**src/rtl/ysyx_23060096_imm_enc.sv**
```systemverilog
// ysyx_23060096_imm_enc: patches the immediate of a RISC-V instruction template
// (I/U/S/B/J formats) and queues the result in a 2-entry FIFO.
// Optional macro YSYX_23060096_IMM_ENC_RANGE_CHECK_EN adds a representability
// check on imm; without it only an illegal ext_op raises the error flag.
//
// Handshake: a request moves on a rising edge where in_valid && in_ready; a
// result moves on a rising edge where out_valid && out_ready. in_ready comes
// straight from a flop (no path from out_ready), and out_inst/out_err hold
// while out_valid is high and out_ready is low.
module ysyx_23060096_imm_enc (
  input  logic        clk,
  input  logic        rstn,
  input  logic        in_valid,
  output logic        in_ready,
  input  logic [2:0]  ext_op,
  input  logic [31:0] imm,
  input  logic [31:0] base,
  output logic        out_valid,
  input  logic        out_ready,
  output logic [31:0] out_inst,
  output logic        out_err,
  output logic [7:0]  err_cnt
);

  logic [31:0] encInst;
  logic        opErr;
  logic        rangeErr;
  logic        encErr;

  logic [32:0] fifoMem [2];
  logic        wrPtr;
  logic        rdPtr;
  logic [1:0]  count;
  logic [1:0]  nextCount;
  logic        inReadyQ;
  logic [7:0]  errCnt;
  logic        push;
  logic        pop;

  // Splice the format's immediate field into the template; unknown formats pass base through.
  always_comb begin
    encInst = base;
    opErr   = 1'b0;
    case (ext_op)
      3'b000: encInst[31:20] = imm[11:0];
      3'b001: encInst[31:12] = imm[31:12];
      3'b010: begin
        encInst[31:25] = imm[11:5];
        encInst[11:7]  = imm[4:0];
      end
      3'b011: begin
        encInst[31]    = imm[12];
        encInst[30:25] = imm[10:5];
        encInst[11:8]  = imm[4:1];
        encInst[7]     = imm[11];
      end
      3'b100: begin
        encInst[31]    = imm[20];
        encInst[30:21] = imm[10:1];
        encInst[20]    = imm[11];
        encInst[19:12] = imm[19:12];
      end
      default: opErr = 1'b1;
    endcase
  end

`ifdef YSYX_23060096_IMM_ENC_RANGE_CHECK_EN
  // imm fits a signed N-bit field when all bits from N-1 upward are equal.
  logic sext12Ok;
  logic sext13Ok;
  logic sext21Ok;
  assign sext12Ok = (&imm[31:11]) | ~(|imm[31:11]);
  assign sext13Ok = (&imm[31:12]) | ~(|imm[31:12]);
  assign sext21Ok = (&imm[31:20]) | ~(|imm[31:20]);

  // Flag immediates that the selected format would truncate or misalign.
  always_comb begin
    rangeErr = 1'b0;
    case (ext_op)
      3'b000, 3'b010: rangeErr = ~sext12Ok;
      3'b001:         rangeErr = |imm[11:0];
      3'b011:         rangeErr = imm[0] | ~sext13Ok;
      3'b100:         rangeErr = imm[0] | ~sext21Ok;
      default:        rangeErr = 1'b0;
    endcase
  end
`else
  assign rangeErr = 1'b0;
`endif

  assign encErr = opErr | rangeErr;

  // in_ready is registered, so a push can only happen while a slot is free.
  assign push      = in_valid & inReadyQ;
  assign pop       = (count != 2'd0) & out_ready;
  assign nextCount = count + {1'b0, push} - {1'b0, pop};

  // FIFO storage, 1-bit pointers (wrap modulo 2), occupancy and error counter.
  always_ff @(posedge clk or negedge rstn) begin
    if (!rstn) begin
      fifoMem[0] <= '0;
      fifoMem[1] <= '0;
      wrPtr      <= 1'b0;
      rdPtr      <= 1'b0;
      count      <= 2'd0;
      inReadyQ   <= 1'b0;
      errCnt     <= 8'd0;
    end else begin
      if (push) begin
        fifoMem[wrPtr] <= {encErr, encInst};
        wrPtr          <= ~wrPtr;
      end
      if (pop) begin
        rdPtr <= ~rdPtr;
      end
      count    <= nextCount;
      inReadyQ <= (nextCount != 2'd2);
      if (push && encErr && (errCnt != 8'hFF)) begin
        errCnt <= errCnt + 8'd1;
      end
    end
  end

  assign out_valid           = (count != 2'd0);
  assign {out_err, out_inst} = out_valid ? fifoMem[rdPtr] : 33'd0;
  assign in_ready            = inReadyQ;
  assign err_cnt             = errCnt;

endmodule

```
**config.mk**
```make
export PLATFORM = sky130hd
export DESIGN_NAME = ysyx_23060096_imm_enc
export DESIGN_NICKNAME = d
export VERILOG_FILES = /design/src/rtl/ysyx_23060096_imm_enc.sv
export SDC_FILE = /design/constraint.sdc
export NUM_CORES = 1
export LEC_CHECK = 0
export ABC_AREA = 0
export CAP_MARGIN = 20
export CORE_MARGIN = 5
export CORE_UTILIZATION = 40
export CTS_BUF_LIST = sky130_fd_sc_hd__clkbuf_8 sky130_fd_sc_hd__clkbuf_16
export DETAILED_ROUTE_END_ITERATION = 6
export MAX_ROUTING_LAYER = met4
export PLACE_DENSITY = 0.66
export SYNTH_ARGS = -nofsm -noshare
export SYNTH_HDL_FRONTEND = slang
export SYNTH_SLANG_ARGS = --single-unit
export TNS_END_PERCENT = 50
```
**constraint.sdc**
```tcl
create_clock -name clk -period 2.09 [get_ports clk]
set_input_delay 0.3135 -clock clk [delete_from_list [all_inputs] [get_ports clk]]
set_output_delay 0.3135 -clock clk [all_outputs]
set_load 0.03 [all_outputs]
```
==> reports/summary.txt, run 1 <==
OUTCOME
--------------------------------------------------------------------------------
Outcome                                                                completed

LOGIC SYNTHESIS
--------------------------------------------------------------------------------
Post-Synth Adder-Cell Area                                                0.887%
Distinct cells, synth                                                         48
Synthesized netlist net count                                                530
Gate count after technology mapping                                          456
Predominant post-synthesis flop cell                                sky130_fd_sc_hd__dfrtp_1
Compound-Gate Fraction of Synth Area                                       15.3%
Number of flops mapped to enable cells by yosys                                0
Largest family of logic cells by synthesized area                   simple AND/OR/NAND/NOR gates
Fraction of the mapped netlist area in simple logic gates                  19.2%
Portion of netlist area occupied by mux cells                              11.6%
Flip-flop and latch count after synthesis                                     79
Xor and xnor area share after synthesis                                    2.25%
Syn avg cell area                                                       9.29 µm²
Area of the mapped netlist                                           0.00423 mm²
Yosys warns                                                                    0
Sequential element share of the synthesized area                           46.7%
Fraction of registers with async set/reset                                  100%

WORST SETUP PATH
--------------------------------------------------------------------------------
Worst endpoint required time                                             1780 ps
Cells on worst reg2reg path                                                   10
Reg2reg end                                                             in_ready
Crit path DAT                                                            1710 ps
Startpoint-to-endpoint class of the critical path                   flip-flop to output pin
Nature of the critical path endpoint                                  output pin
Worst-path maximum fanout                                                      4
Reg-to-reg critical path startpoint                                     count[0]
Kind of start point of the critical path                               flip-flop
R2r setup slk                                                             130 ps

PWR
--------------------------------------------------------------------------------
Switching Share                                                            45.0%
Internal power                                                           4.63 mW
Combinational share of power                                               54.7%
Power density over cell area                                         1450 mW/mm²
Clock Power Share                                                          13.8%
Net load switching power                                                 3.79 mW
Final Total Pwr                                                          8.41 mW
Proportion of power drawn by flip-flops and latches                        31.5%
Worst ir drop on vdd                                                    0.833 mV
Leakage                                                                  2.65 nW

CLOCK NETWORK
--------------------------------------------------------------------------------
Clock tree from TritonCTS                                                   done
Total number of H-tree levels                                                  3
Clk sinks                                                                     79
Largest buffer count on any clock path                                         2
Number of buffers inserted during clock tree synthesis                         9
Worst-Skew Late Latency                                                   350 ps
Root Buffer                                                         sky130_fd_sc_hd__clkbuf_8
Worst-path clk slew                                                        80 ps

MIN PATH
--------------------------------------------------------------------------------
Start point of the worst min-delay path                              fifoMem[57]
Worst min path class                                                flip-flop to flip-flop
Hold Crit Depth                                                                2
End point of the worst hold path                                     fifoMem[57]

DIE
--------------------------------------------------------------------------------
Horiz. Die Dim                                                            113 µm
Height of the chip                                                        113 µm
Count of boundary I/O pins                                                   114
Starting utilization of the core area                                      41.0%
Core footprint                                                        0.0103 mm²
Die area                                                              0.0127 mm²
Row count                                                                     37

TIMING
--------------------------------------------------------------------------------
Peak clock frequency supported by timing                               0.493 GHz
Actual slew at the worst max-slew pin                                     619 ps
Worst max-slew margin expressed relative to the limit                      58.5%
# setup viols final                                                            0
Least setup slack across all paths after layout                          63.2 ps
Summed negative setup slack over all endpoints                              0 ps
Final Cycle Share                                                          97.0%
Final hold violations                                                          0
Pins Over Slew Limit                                                           0
Fin Clk Skew                                                             6.53 ps
Shortest clock period the worst path allows after layout                 2030 ps
RSZ-0062 raised after global routing                                          no

ROUTING
--------------------------------------------------------------------------------
Post-route DRC violation count                                                 0
Number of vias after detailed routing                                      3,768
Starting DRT DRC Count                                                       183
Final Routed Wirelength                                                11,400 µm
Number of nets with antenna violations after routing                           0
DR vias/cell                                                                5.30
1st-pass router iterations                                                     4
WL per Instance                                                          16.1 µm

CELLS AND AREA
--------------------------------------------------------------------------------
Commonest non-fill, non-tap cells in the layout                     sky130_fd_sc_hd__nand2_1 (82), sky130_fd_sc_hd__clkdlybuf4s50_1 (79), sky130_fd_sc_hd__dfrtp_1 (78)
Layout Cell Area excl Fill                                           0.00581 mm²
Layout Nets                                                                  644
Ant. Diodes                                                                    0
Final Instance Count excl. Fillers                                           711
Most common library cell in the layout ignoring fill and taps       sky130_fd_sc_hd__nand2_1
Area growth, synth to finish                                               37.1%
Share of layout cells above drive strength 1                               10.4%

GLOBAL ROUTE
--------------------------------------------------------------------------------
Pin count of the biggest net entering global routing                          47
Global-route wire length before repair                                 19,400 µm
Via count of the first global-routing pass                                 3,936
Number of antenna violations at the first check in global routing              0
Sum of overflow across all layers after global routing                         0
All-Layer GR Usage                                                         19.2%

PLACED DESIGN
--------------------------------------------------------------------------------
Placed instance area                                                 0.00560 mm²
Detail Placement HPWL                                                    8280 µm
Minimum setup slack after placement                                      56.8 ps
Number of port buffers                                                       113
Count of placed standard cells including taps                                691
Final weighted congestion of routability-driven global placement           0.798

JOB
--------------------------------------------------------------------------------
Count of maximum capacitance violations                                        0

## what timing repair did
action,4_1_cts,5_1_grt
hold buffers,1,0
endpoints found under the hold margin,45,0
resized for setup,27,0
endpoints found under the setup margin,28,0
buffers inserted,3,0
## metrics by stage
stage                     util, %  hold WS [ps]
after floorplan                 -          17.9
after global placement       54.3           353
after detailed placement     54.3           359
after CTS                    56.2           484
after global routing         56.2           495
final                        56.2           478
## metal layers
layer	vias up	part of all wire [%]	global-route usage, %	routed length, µm
met5	-	0	-	0
met4	0	1.9	5.85	221
met3	17	5.0	4.49	573
met2	112	49	31.2	5580
met1	1815	44	23.9	5060
li1	1824	-	-	-
## synthesized netlist by cell type, drive strengths merged (3+ instances only)
| cell | n | area share (%) |
|---|---|---|
| nand2 | 82 | 7.3 |
| dfrtp | 79 | 47 |
| nor2 | 52 | 4.6 |
| mux2i | 39 | 9.2 |
| o21ai | 21 | 2.5 |
| o31ai | 20 | 3.5 |
| a31oi | 19 | 2.8 |
| buf | 19 | 2.5 |
| clkbuf | 14 | 1.3 |
| o21a | 12 | 2.1 |
| nor2b | 11 | 1.6 |
| nor3 | 11 | 1.3 |
| nand3 | 10 | 1.2 |
| o22ai | 10 | 1.5 |
| mux2 | 9 | 2.4 |
| xnor2 | 6 | 1.2 |
| inv | 4 | 0.35 |
| xor2 | 4 | 1.0 |
| and2 | 3 | 0.44 |
| and3 | 3 | 0.44 |
| ha | 3 | 0.89 |
## power groups by stage
stage | logic [mW] | registers [mW] | clock network (mW)
floorplan | 2.96 | 2.67 | 0
global placement | 4.83 | 2.64 | 0
detailed placement | 4.88 | 2.69 | 0
CTS | 4.65 | 2.66 | 1.21
global route | 5.01 | 2.74 | 1.27
finish | 4.60 | 2.65 | 1.16
## how the worst max path moves through the flow
stage	slack, ps	to	cells past startpoint	from
2_1_floorplan	40	in_ready	9	count[1]
3_3_place_gp	80	in_ready	9	count[1]
3_5_place_dp	60	in_ready	9	count[1]
4_1_cts	30	out_valid	4	count[0]
5_1_grt	0.4	out_valid	4	count[0]
6_report	60	out_valid	4	count[0]
## state kept, by name (all words and copies together), names as in the netlist
name and flops:
in_ready 1, fifoMem 66, err_cnt 8, count 2, wrPtr 1, rdPtr 1
## logic make-up after synthesis
logic type               Yosys count
AO/OA/AOI/OAI                     94
AND/OR/NAND/NOR                  185
multiplexers                      48
flip-flops                        79
XOR/XNOR                          10
buffers and inverters             37
adder cells (fa/ha/maj)            3
## final cells by class
class,count,area (µm²)
clock buffer,9,124
multi-input combinational,340,2100
fill,967,4520
tap,136,170
inverter,4,15.0
sequential,79,1980
clock inverter,7,78.8
timing repair buffer,136,1340
## critical path, stage by stage, from the launching register on
cell and delay (ps):
sky130_fd_sc_hd__dfrtp_1 420, sky130_fd_sc_hd__nor2_4 180, sky130_fd_sc_hd__buf_4 150, sky130_fd_sc_hd__inv_1 40, sky130_fd_sc_hd__clkdlybuf4s50_1 580
Note: power is estimated with default switching activity, not from simulation.
==> run 2, diff against run 1 <==
Settings changed: CORE_MARGIN 5 to 2.
==> run 2 against run 1 <==
Net effect: the flow now finishes with violations (negative hold slack); via count down 0.32%; sequential share of layout area is 0.20 points higher; final cell count shrank 0.70%; global-route usage increased by 1.7 points; core utilization shrank 0.33 points; combinational power is essentially flat; clock skew up 5.5 ps; largest power group unchanged.
==> reports/summary.txt, run 2 (same netlist as run 1, synthesis figures left out) <==
OUTCOME
------------------------------------------------------------------------------------
Outcome                                                                 finished, violations left
Violated checks                                                         negative hold slack

TIMING
------------------------------------------------------------------------------------
Worst max-slew margin expressed relative to the limit                          54.1%   -4.4 points
Fin Clk Skew                                                                 12.1 ps   +5.54 ps
Final hold violations                                                              6   +6
Shortest clock period the worst path allows after layout                     1960 ps   -65.3 ps
Peak clock frequency supported by timing                                   0.510 GHz   +3.3%
# setup viols final                                                                0   unchanged
Actual slew at the worst max-slew pin                                         688 ps   +69.8 ps
Hold Worst Slack                                                            -21.9 ps   -500 ps
Summed negative setup slack over all endpoints                                  0 ps   unchanged
Final Cycle Share                                                              93.9%   -3.1 points
Least setup slack across all paths after layout                               128 ps   +65.3 ps
Pins Over Slew Limit                                                               0   unchanged
RSZ-0062 raised after global routing                                              no

CLOCK NETWORK
------------------------------------------------------------------------------------
Worst-path clk slew                                                            90 ps   about the same
Number of buffers inserted for hold repair after clock tree synthesis              0   -1
Number of buffers inserted during clock tree synthesis                             9   unchanged
Worst-Skew Late Latency                                                       350 ps   about the same
Largest buffer count on any clock path                                             2   unchanged
Root Buffer                                                             sky130_fd_sc_hd__clkbuf_8
Clk sinks                                                                         79   unchanged
Total number of H-tree levels                                                      3   unchanged
Clock tree from TritonCTS                                                       done

ROUTING
------------------------------------------------------------------------------------
DR vias/cell                                                                    5.32   +0.39%
1st-pass router iterations                                                         4   unchanged
WL per Instance                                                              15.7 µm   -2.4%
Number of nets with antenna violations after routing                               0   unchanged
Number of vias after detailed routing                                          3,756   -0.32%
Met1 layer wirelength in the final routing                                   5050 µm   -0.22%
Final Routed Wirelength                                                    11,100 µm   -3.1%
Uppermost routed layer                                                          met4
Wire length on met3                                                           443 µm   -23%
Post-route DRC violation count                                                     0   unchanged
Routed length on met2                                                        5460 µm   -2.3%
Starting DRT DRC Count                                                           124   -32%

WORST SETUP PATH
------------------------------------------------------------------------------------
Worst endpoint required time                                                 1780 ps   about the same
Cells traversed along the worst timing path                             buf_12 -> mux2i_1 -> nor2_1 -> dlygate4sd2_1
Worst-path maximum fanout                                                         20   +16
CP max stage delay                                                            440 ps   -140 ps
Nature of the critical path endpoint                                      output pin
Startpoint-to-endpoint class of the critical path                       flip-flop to output pin
Cell with the largest stage delay on the worst path                     sky130_fd_sc_hd__dfrtp_2
Kind of cell with the highest combined delay on the critical path       buffers and inverters
Crit path DAT                                                                1650 ps   -60 ps
Kind of start point of the critical path                                   flip-flop
Number of buffers and inverters on the critical path                               2   -1

MIN PATH
------------------------------------------------------------------------------------
Worst min path class                                                    input port to async pin

CELLS AND AREA
------------------------------------------------------------------------------------
Commonest non-fill, non-tap cells in the layout                         sky130_fd_sc_hd__nand2_1 (82), sky130_fd_sc_hd__clkdlybuf4s50_1 (79), sky130_fd_sc_hd__dfrtp_1 (78)
Layout Cell Area excl Fill                                               0.00577 mm²   -0.58%
Share of layout cells above drive strength 1                                   9.47%   -0.96 points
Most flops, register                                                         fifoMem
Final Instance Count excl. Fillers                                               706   -0.70%
Most common library cell in the layout ignoring fill and taps           sky130_fd_sc_hd__nand2_1
Layout Nets                                                                      639   -0.78%
Largest register FFs                                                              66   unchanged
Filler cell count in the final layout                                            973   +0.62%
Ant. Diodes                                                                        0   unchanged
Area growth, synth to finish                                                   36.3%

DIE
------------------------------------------------------------------------------------
Core footprint                                                            0.0103 mm²   unchanged
Count of boundary I/O pins                                                       114   unchanged
Row count                                                                         37   unchanged
Starting utilization of the core area                                          41.0%   unchanged
Horiz. Die Dim                                                                107 µm   -5.3%
Die area                                                                  0.0114 mm²   -10%
Height of the chip                                                            107 µm   -5.3%

GLOBAL ROUTE
------------------------------------------------------------------------------------
Via count of the first global-routing pass                                     3,811   -3.2%
Global-route wire length before repair                                     18,500 µm   -4.5%
All-Layer GR Usage                                                             20.9%   +1.7 points
Pin count of the biggest net entering global routing                              53   +13%
Sum of overflow across all layers after global routing                             0   unchanged
Number of antenna violations at the first check in global routing                  0   unchanged

PWR
------------------------------------------------------------------------------------
Worst ir drop on vdd                                                        0.661 mV   -21%
Final Total Pwr                                                              8.36 mW   -0.60%
Leakage                                                                      2.63 nW   -0.67%
Power density over cell area                                             1450 mW/mm²   about the same

PLACED DESIGN
------------------------------------------------------------------------------------
Placed instance area                                                     0.00561 mm²   +0.13%
Count of placed standard cells including taps                                    690   -0.14%
Number of port buffers                                                           113   unchanged
Final weighted congestion of routability-driven global placement               0.795   -0.43%
Minimum setup slack after placement                                         -22.8 ps   -79.6 ps
Detail Placement HPWL                                                        7880 µm   -4.8%

JOB
------------------------------------------------------------------------------------
Count of maximum capacitance violations                                            0   unchanged

run 2: area by class of cell:
type                            count  area [µm²]  area share [%]
Clock buffer                        9         124            2.15
Multi-Input combinational cell    340        2100            36.3
Clock inverter                      7        71.3            1.24
Timing Repair Buffer              131        1320            22.8
Inverter                            4        15.0           0.260
Sequential cell                    79        1980            34.3
Tap cell                          136         170            2.95
run 2: per-stage QoR:
| stage | utilization [%] | hold slack, ps |
|---|---|---|
| 2_1_floorplan | - | 17.9 |
| 3_3_place_gp | 54.4 | 389 |
| 3_5_place_dp | 54.4 | 399 |
| 4_1_cts | 55.9 | 11.1 |
| 5_1_grt | 55.9 | 31.9 |
| 6_report | 55.9 | -21.9 |
run 2: power by group:
| group | leakage [nW] | internal [mW] | switching [mW] |
|---|---|---|---|
| registers | 0.949 | 2.24 | 0.412 |
| clock network | 0.0974 | 0.554 | 0.580 |
| logic | 1.59 | 1.82 | 2.76 |
| total | 2.63 | 4.61 | 3.75 |
run 2: repair_timing:
item,in CTS,in global routing
buffers inserted,0,0
endpoints found under the setup margin,28,0
hold endpoints to repair,0,0
resized for setup,28,0
run 2: worst register-to-register path, cell delays in order, from the launching register on:
cell,delay [ps]
sky130_fd_sc_hd__dfrtp_1,420
sky130_fd_sc_hd__nor2_4,180
sky130_fd_sc_hd__inv_1,70
sky130_fd_sc_hd__and2_1,190
sky130_fd_sc_hd__ha_1,280
sky130_fd_sc_hd__inv_1,40
sky130_fd_sc_hd__ha_1,170
sky130_fd_sc_hd__xnor2_1,170
sky130_fd_sc_hd__xnor2_1,160
sky130_fd_sc_hd__nand2b_1,80
run 2: worst paths after layout:
path / startpoint / slack (ps) / cells past startpoint / to
min in group clk: fifoMem[57] / 480 / 2 / fifoMem[57]
min reg2reg: fifoMem[57] / 480 / 2 / fifoMem[57]
min: rstn / -20 / 1 / fifoMem[5]
max: rdPtr / 130 / 4 / out_err
max in group asynchronous: rstn / 1490 / 2 / fifoMem[63]
max reg2reg: count[1] / 240 / 9 / in_ready
run 2: layer usage:
layer	vias up	GRT usage (%)
met5	-	-
met4	0	6.49
met3	11	2.67
met2	93	34.1
met1	1840	27.5
li1	1812	-
